==> src/rtl/ifft_8_stream_if.sv <==
// Sample stream bundle for ifft_8_stream: frequency-domain input side and
// time-domain output side, each a valid/ready channel.
interface ifft_8_stream_if #(
  parameter int W = 8
);
  logic                in_valid;
  logic                in_ready;
  logic signed [W-1:0] in_real;
  logic signed [W-1:0] in_image;
  logic                out_valid;
  logic                out_ready;
  logic signed [W-1:0] out_real;
  logic signed [W-1:0] out_image;
  logic                out_last;

  // Producer of frequency samples / consumer of time samples.
  modport master (
    output in_valid, in_real, in_image, out_ready,
    input  in_ready, out_valid, out_real, out_image, out_last
  );

  // The transform block itself.
  modport slave (
    input  in_valid, in_real, in_image, out_ready,
    output in_ready, out_valid, out_real, out_image, out_last
  );
endinterface

==> src/rtl/ifft_8_stream.sv <==
// Streaming 8-point radix-2 inverse FFT. Samples are loaded in bit-reversed
// order, three in-place DIT stages run one per clock (each halving, for 1/8
// overall scaling), then samples are unloaded in natural order.
//
// Handshake: a transfer happens on a rising clk edge where valid and ready are
// both high. A source holds valid and data stable until the transfer; ready
// never depends combinationally on valid in this block.
module ifft_8_stream #(
  parameter int W  = 8,
  parameter int N  = 3,
  parameter int CW = 9
) (
  input  logic           clk,
  input  logic           rst_n,
  ifft_8_stream_if.slave bus,
  output logic           busy,
  output logic [1:0]     dbg_state
);

  localparam int PTS = 1 << N;

  typedef enum logic [1:0] {
    LOAD    = 2'd0,
    COMPUTE = 2'd1,
    UNLOAD  = 2'd2
  } state_t;

  localparam logic signed [W+1:0] SAT_HI = {3'b000, {(W-1){1'b1}}};
  localparam logic signed [W+1:0] SAT_LO = {3'b111, {(W-1){1'b0}}};

  state_t              state, state_nxt;
  logic [2:0]          wr_cnt, wr_cnt_nxt;
  logic [2:0]          rd_cnt, rd_cnt_nxt;
  logic [1:0]          stage, stage_nxt;
  logic signed [W-1:0] buf_re [PTS];
  logic signed [W-1:0] buf_im [PTS];
  logic [4*W-1:0]      bf_res [4];
  logic                in_fire;
  logic                out_fire;

  function automatic logic [2:0] bitrev3(input logic [2:0] k);
    return {k[0], k[1], k[2]};
  endfunction

  // Upper-half ("a") index of butterfly b in stage s.
  function automatic logic [2:0] pair_a(input logic [1:0] s, input logic [1:0] b);
    case (s)
      2'd0:    return {b, 1'b0};
      2'd1:    return {b[1], 1'b0, b[0]};
      default: return {1'b0, b};
    endcase
  endfunction

  // Lower-half ("b") index, always a + 2^s.
  function automatic logic [2:0] pair_b(input logic [1:0] s, input logic [1:0] b);
    case (s)
      2'd0:    return {b, 1'b1};
      2'd1:    return {b[1], 1'b1, b[0]};
      default: return {1'b1, b};
    endcase
  endfunction

  // Twiddle exp(+j*2*pi*m/2^(s+1)) expressed as an index into the eighth-turn table.
  function automatic logic [1:0] tw_idx(input logic [1:0] s, input logic [1:0] b);
    case (s)
      2'd0:    return 2'd0;
      2'd1:    return {b[0], 1'b0};
      default: return b;
    endcase
  endfunction

  function automatic logic signed [CW-1:0] tw_re(input logic [1:0] i);
    case (i)
      2'd0:    return CW'(128);
      2'd1:    return CW'(91);
      2'd2:    return CW'(0);
      default: return CW'(-91);
    endcase
  endfunction

  function automatic logic signed [CW-1:0] tw_im(input logic [1:0] i);
    case (i)
      2'd0:    return CW'(0);
      2'd1:    return CW'(91);
      2'd2:    return CW'(128);
      default: return CW'(91);
    endcase
  endfunction

  function automatic logic signed [W-1:0] sat(input logic signed [W+1:0] v);
    if (v > SAT_HI)      return SAT_HI[W-1:0];
    else if (v < SAT_LO) return SAT_LO[W-1:0];
    else                 return v[W-1:0];
  endfunction

  // One scaled butterfly; returns {a_re, a_im, b_re, b_im}.
  function automatic logic [4*W-1:0] bfly(
    input logic signed [W-1:0]  a_re, a_im, b_re, b_im,
    input logic signed [CW-1:0] t_re, t_im
  );
    logic signed [W+CW:0] br, bi, tr, ti, pr_full, pi_full, pr_sh, pi_sh;
    logic signed [W+1:0]  p_re, p_im, a_xr, a_xi, s_re, s_im, d_re, d_im;
    br      = (W+CW+1)'(b_re);
    bi      = (W+CW+1)'(b_im);
    tr      = (W+CW+1)'(t_re);
    ti      = (W+CW+1)'(t_im);
    // Sum at full width, then a single floor shift back to sample scale.
    pr_full = br * tr - bi * ti;
    pi_full = br * ti + bi * tr;
    pr_sh   = pr_full >>> (CW - 2);
    pi_sh   = pi_full >>> (CW - 2);
    p_re    = pr_sh[W+1:0];
    p_im    = pi_sh[W+1:0];
    a_xr    = (W+2)'(a_re);
    a_xi    = (W+2)'(a_im);
    s_re    = a_xr + p_re;
    s_im    = a_xi + p_im;
    d_re    = a_xr - p_re;
    d_im    = a_xi - p_im;
    return {sat(s_re >>> 1), sat(s_im >>> 1), sat(d_re >>> 1), sat(d_im >>> 1)};
  endfunction

  assign in_fire  = bus.in_valid & bus.in_ready;
  assign out_fire = bus.out_valid & bus.out_ready;

  // All four butterflies of the current stage, evaluated in parallel.
  always_comb begin
    for (int b = 0; b < 4; b++) begin
      bf_res[b] = bfly(buf_re[pair_a(stage, 2'(b))], buf_im[pair_a(stage, 2'(b))],
                       buf_re[pair_b(stage, 2'(b))], buf_im[pair_b(stage, 2'(b))],
                       tw_re(tw_idx(stage, 2'(b))), tw_im(tw_idx(stage, 2'(b))));
    end
  end

  // Sample buffer: bit-reversed writes while loading, in-place stage updates while computing.
  always_ff @(posedge clk) begin
    if (in_fire) begin
      buf_re[bitrev3(wr_cnt)] <= bus.in_real;
      buf_im[bitrev3(wr_cnt)] <= bus.in_image;
    end else if (state == COMPUTE) begin
      for (int b = 0; b < 4; b++) begin
        buf_re[pair_a(stage, 2'(b))] <= bf_res[b][4*W-1:3*W];
        buf_im[pair_a(stage, 2'(b))] <= bf_res[b][3*W-1:2*W];
        buf_re[pair_b(stage, 2'(b))] <= bf_res[b][2*W-1:W];
        buf_im[pair_b(stage, 2'(b))] <= bf_res[b][W-1:0];
      end
    end
  end

  // Control registers: state and the three counters.
  always_ff @(posedge clk or negedge rst_n) begin
    if (!rst_n) begin
      state  <= LOAD;
      wr_cnt <= 3'd0;
      rd_cnt <= 3'd0;
      stage  <= 2'd0;
    end else begin
      state  <= state_nxt;
      wr_cnt <= wr_cnt_nxt;
      rd_cnt <= rd_cnt_nxt;
      stage  <= stage_nxt;
    end
  end

  // Next-state logic: load 8, compute 3 stages, unload 8.
  always_comb begin
    state_nxt  = state;
    wr_cnt_nxt = wr_cnt;
    rd_cnt_nxt = rd_cnt;
    stage_nxt  = stage;
    case (state)
      LOAD: begin
        if (in_fire) begin
          wr_cnt_nxt = wr_cnt + 3'd1;
          if (wr_cnt == 3'd7) begin
            state_nxt = COMPUTE;
            stage_nxt = 2'd0;
          end
        end
      end
      COMPUTE: begin
        stage_nxt = stage + 2'd1;
        if (stage == 2'd2) begin
          state_nxt = UNLOAD;
          stage_nxt = 2'd0;
        end
      end
      UNLOAD: begin
        if (out_fire) begin
          rd_cnt_nxt = rd_cnt + 3'd1;
          if (rd_cnt == 3'd7) begin
            state_nxt  = LOAD;
            wr_cnt_nxt = 3'd0;
            rd_cnt_nxt = 3'd0;
          end
        end
      end
      default: state_nxt = LOAD;
    endcase
  end

  // Outputs follow state directly; data is forced to zero when not valid.
  always_comb begin
    bus.in_ready  = (state == LOAD);
    bus.out_valid = (state == UNLOAD);
    bus.out_last  = (state == UNLOAD) && (rd_cnt == 3'd7);
    bus.out_real  = (state == UNLOAD) ? buf_re[rd_cnt] : '0;
    bus.out_image = (state == UNLOAD) ? buf_im[rd_cnt] : '0;
    busy          = (state != LOAD);
    dbg_state     = state;
  end

endmodule

==> src/flat_wrapper.sv <==
// flat-port wrapper written by rule: the top's interface ports become plain ports
module ifft_8_stream_flat 
#(
  parameter int W  = 8,
  parameter int N  = 3,
  parameter int CW = 9
)
  (clk, rst_n, busy, dbg_state, bus_in_valid, bus_in_real, bus_in_image, bus_out_ready, bus_in_ready, bus_out_valid, bus_out_real, bus_out_image, bus_out_last);
  ifft_8_stream_if #(.W(W)) bus_i ();
  input  logic clk;
  input  logic rst_n;
  output logic busy;
  output logic [1:0] dbg_state;
  input wire logic [$bits(bus_i.in_valid)-1:0] bus_in_valid;
  input wire logic [$bits(bus_i.in_real)-1:0] bus_in_real;
  input wire logic [$bits(bus_i.in_image)-1:0] bus_in_image;
  input wire logic [$bits(bus_i.out_ready)-1:0] bus_out_ready;
  output wire logic [$bits(bus_i.in_ready)-1:0] bus_in_ready;
  output wire logic [$bits(bus_i.out_valid)-1:0] bus_out_valid;
  output wire logic [$bits(bus_i.out_real)-1:0] bus_out_real;
  output wire logic [$bits(bus_i.out_image)-1:0] bus_out_image;
  output wire logic [$bits(bus_i.out_last)-1:0] bus_out_last;
  assign bus_i.in_valid = bus_in_valid;
  assign bus_i.in_real = bus_in_real;
  assign bus_i.in_image = bus_in_image;
  assign bus_i.out_ready = bus_out_ready;
  assign bus_in_ready = bus_i.in_ready;
  assign bus_out_valid = bus_i.out_valid;
  assign bus_out_real = bus_i.out_real;
  assign bus_out_image = bus_i.out_image;
  assign bus_out_last = bus_i.out_last;
  ifft_8_stream #(.W(W), .N(N), .CW(CW)) u_core (.clk(clk), .rst_n(rst_n), .bus(bus_i), .busy(busy), .dbg_state(dbg_state));
endmodule
==> config.mk <==
export PLATFORM = sky130hd
export DESIGN_NAME = ifft_8_stream_flat
export DESIGN_NICKNAME = d
export VERILOG_FILES = /design/src/rtl/ifft_8_stream_if.sv /design/src/rtl/ifft_8_stream.sv /design/src/flat_wrapper.sv
export SDC_FILE = /design/constraint.sdc
export NUM_CORES = 2
export LEC_CHECK = 0
export ABC_AREA = 1
export CAP_MARGIN = 20
export CORE_ASPECT_RATIO = 1.5
export CORE_UTILIZATION = 46
export CTS_CLUSTER_SIZE = 8
export DETAILED_ROUTE_END_ITERATION = 10
export PLACE_DENSITY = 0.59
export SLEW_MARGIN = 30
export SYNTH_ARGS = -nofsm -noshare
export SYNTH_HDL_FRONTEND = slang
export SYNTH_SLANG_ARGS = --single-unit
==> constraint.sdc <==
create_clock -name clk -period 10.65 [get_ports clk]
set_clock_uncertainty 0.1 [all_clocks]
set_input_delay 1.065 -clock clk [delete_from_list [all_inputs] [get_ports clk]]
set_output_delay 1.065 -clock clk [all_outputs]
set_load 0.01 [all_outputs]
==> metrics <==
hold_buf cts 0; cell mode on critical path nand2_1; dpl hpwl 98900 um; Port Buffers 41; Die H 340 um; worst skew pair latency 0.51 ns; crit path DAT 9.45 ns; flop and latch count out of synthesis 138; # diodes 0; Yosys top cell by area fa_1; Pre-antenna DRT Iters 6; residual DRC count 0; fin nets 5604; clock slew at reported path FFs 0.07 ns; Total Routing Usage GR 0.312; total CTS buffers 25; worst reg2reg path depth 37; ys async rst share 0.0725; RD Place Congestion 0.983; CP max stage cell dfrtp_4; Area contributors post-synth fa_1 (25%), ha_1 (18%), inv_1 (11%); post-synth top area share 0.254; clk sinks 138; Avg Inst Size Synth 7.67 sq um; library cells used by synthesis 61; worst endpoint required time 10.79 ns; DRT antenna net count 0; Slew Viols, Final 0; Cell Area, Placed 36800 sq um; Worst Setup End Kind flip-flop; EDFF count, synth 128; MaxCap Viol Count 0; Gate Count Post-Synth 4568; Initial Util 0.466; die area 77300 sq um; commonest register cell after synthesis edfxtp_1; crit path max fanout 59; pin count of the biggest net entering global routing 86; DR vias 30200; Hold/Removal Path Class flip-flop to flip-flop; postcts setup bufs 0; Initial DRC Count 2162; Clock Path Buffers 3; crit path time final 9.31 ns; Core Region 75300 sq um; status finished, final reports clean; share of cells above drive strength 1 0.0299; Reg-to-Reg Start u_core.stage[1]; initial antenna violation count 1; Ports 42; RSZ-0062 raised after global routing false; drt wl/cell 20.7 um; total congestion overflow 0; hold depth 3; CTS tree yes; Synth Warn # 0; htree depth 4; vias in the first global route 31400; Final Cycle Share 0.874; register area share after synthesis 0.117; Post-synth top cells inv_1 (1072), nand2_1 (905), ha_1 (503); DR vias/cell 5.35; utilization after layout 0.498; Post-Route Setup TNS 0 ns; post_cts resized 0; Final Cell Area 37500 sq um; WL final 117000 um; CP startpoint kind flip-flop; hold path endpoint u_core.wr_cnt[0]; Worst slew margin 0.252; area grow syn2layout 6.90%; worst reg-to-reg setup slack 1.34 ns; Final setup viols 0; most frequent cell after synthesis inv_1; Max Freq 107 MHz; CP max stage delay 0.98 ns; worst hold start u_core.wr_cnt[0]; Die X 227 um; first-pass GRT wire length 180000 um; kind of critical path flip-flop to flip-flop; Root Buffer clkbuf_16; row cnt 123; cell area after synthesis 35000 sq um; Slew @ Worst Pin 1.11 ns; R2R Path End u_core.buf_im[5][6]; Final Hold Viols 0
## metrics by stage
step	cells	hold WS (ns)	setup WS, ns
finish	5642	0.485	1.34
detailed placement	5610	0.483	1.45
global route	5642	0.539	0.677
floorplan	4659	0.451	2.60
CTS	5642	0.493	1.40
global placement	5610	0.473	1.62
## routing by layer
metal,part of all wire,GRT usage,vias to the layer above
met4,0.074,0.194,2
met1,0.37,0.355,14400
met5,0.000094,0,-
met2,0.50,0.551,1064
met3,0.055,0.0348,365
li1,-,-,14300
## worst max-delay path, delay by kind of cell, from the launching register on
kind | cells | cell delay, ns
AO/OA/AOI/OAI | 5 | 1.40
XOR/XNOR | 1 | 0.16
adder cells (fa/ha/maj) | 8 | 3.55
buffers and inverters | 9 | 0.85
flip-flops | 1 | 0.98
AND/OR/NAND/NOR | 14 | 1.95
## worst max path at each step
stage / to / start / slack [ns]
floorplan: u_core.buf_re[5][4] / u_core.stage[1] / 2.60
global placement: u_core.buf_im[5][5] / u_core.stage[1] / 1.62
detailed placement: u_core.buf_im[5][5] / u_core.stage[1] / 1.45
CTS: u_core.buf_im[5][6] / u_core.stage[1] / 1.40
global route: u_core.buf_im[5][4] / u_core.stage[1] / 0.68
finish: u_core.buf_im[5][6] / u_core.stage[1] / 1.34
## sequential cells by signal, indices dropped and copies added (netlist names)
name	count
u_core.wr_cnt	3
u_core.rd_cnt	3
u_core.buf_re	64
u_core.stage	2
u_core.dbg_state	2
u_core.buf_im	64
## cell type report
| type | count | area (sq um) |
|---|---|---|
| clock buffers | 27 | 633 |
| inverters | 1082 | 4060 |
| repair buffers | 74 | 658 |
| clock inverters | 5 | 27.5 |
| well taps | 1000 | 1250 |
| fillers | 7514 | 37800 |
| multi-input cells | 3316 | 26700 |
| flip-flops and latches | 138 | 4100 |
## logic make-up (layout without fill, tap and decap cells)
group / Yosys count / count (layout) / synth area share
muxes: 1 / 1 / 0.000286
buffers and inverters: 1205 / 1188 / 0.131
adders and majority gates: 947 / 947 / 0.433
other: 2 / 93 / 0.000214
DFF: 138 / 138 / 0.117
AOI/OAI and AO/OA: 670 / 670 / 0.107
and+or+nand+nor: 1451 / 1451 / 0.172
xor gates and xnor gates: 154 / 154 / 0.0385
## cells in the final DEF, fill, tap and decap left out, types with 5 or more instances in the layout
cell	Yosys	layout
conb_1	2	93
fa_1	444	444
a21oi_1	255	255
or2_2	13	13
o31ai_1	10	10
nand2_2	18	19
nor2_1	223	219
o21bai_1	18	18
o221ai_1	5	5
o21ai_1	13	17
clkbuf_16	0	25
nand3_2	8	8
nor2_2	8	9
clkdlybuf4s50_1	0	41
o211ai_1	22	22
a211oi_1	10	10
o22ai_1	30	30
nand4_1	16	16
edfxtp_1	128	128
a221oi_1	5	5
a31oi_1	22	22
inv_1	1072	1070
a21o_1	13	13
xnor2_1	39	39
xor2_1	115	115
nor3_1	23	23
o21ai_0	234	228
nand3_1	200	200
nand2_1	905	904
ha_1	503	503
inv_2	6	8
o21a_1	10	10
buf_4	2	33
nor4_1	15	15
nand3b_1	14	14
a21oi_2	5	5
dfrtp_1	10	8
Power is not shown: default switching activity piles up to over one toggle a cycle in this logic, so the estimate is an artifact.
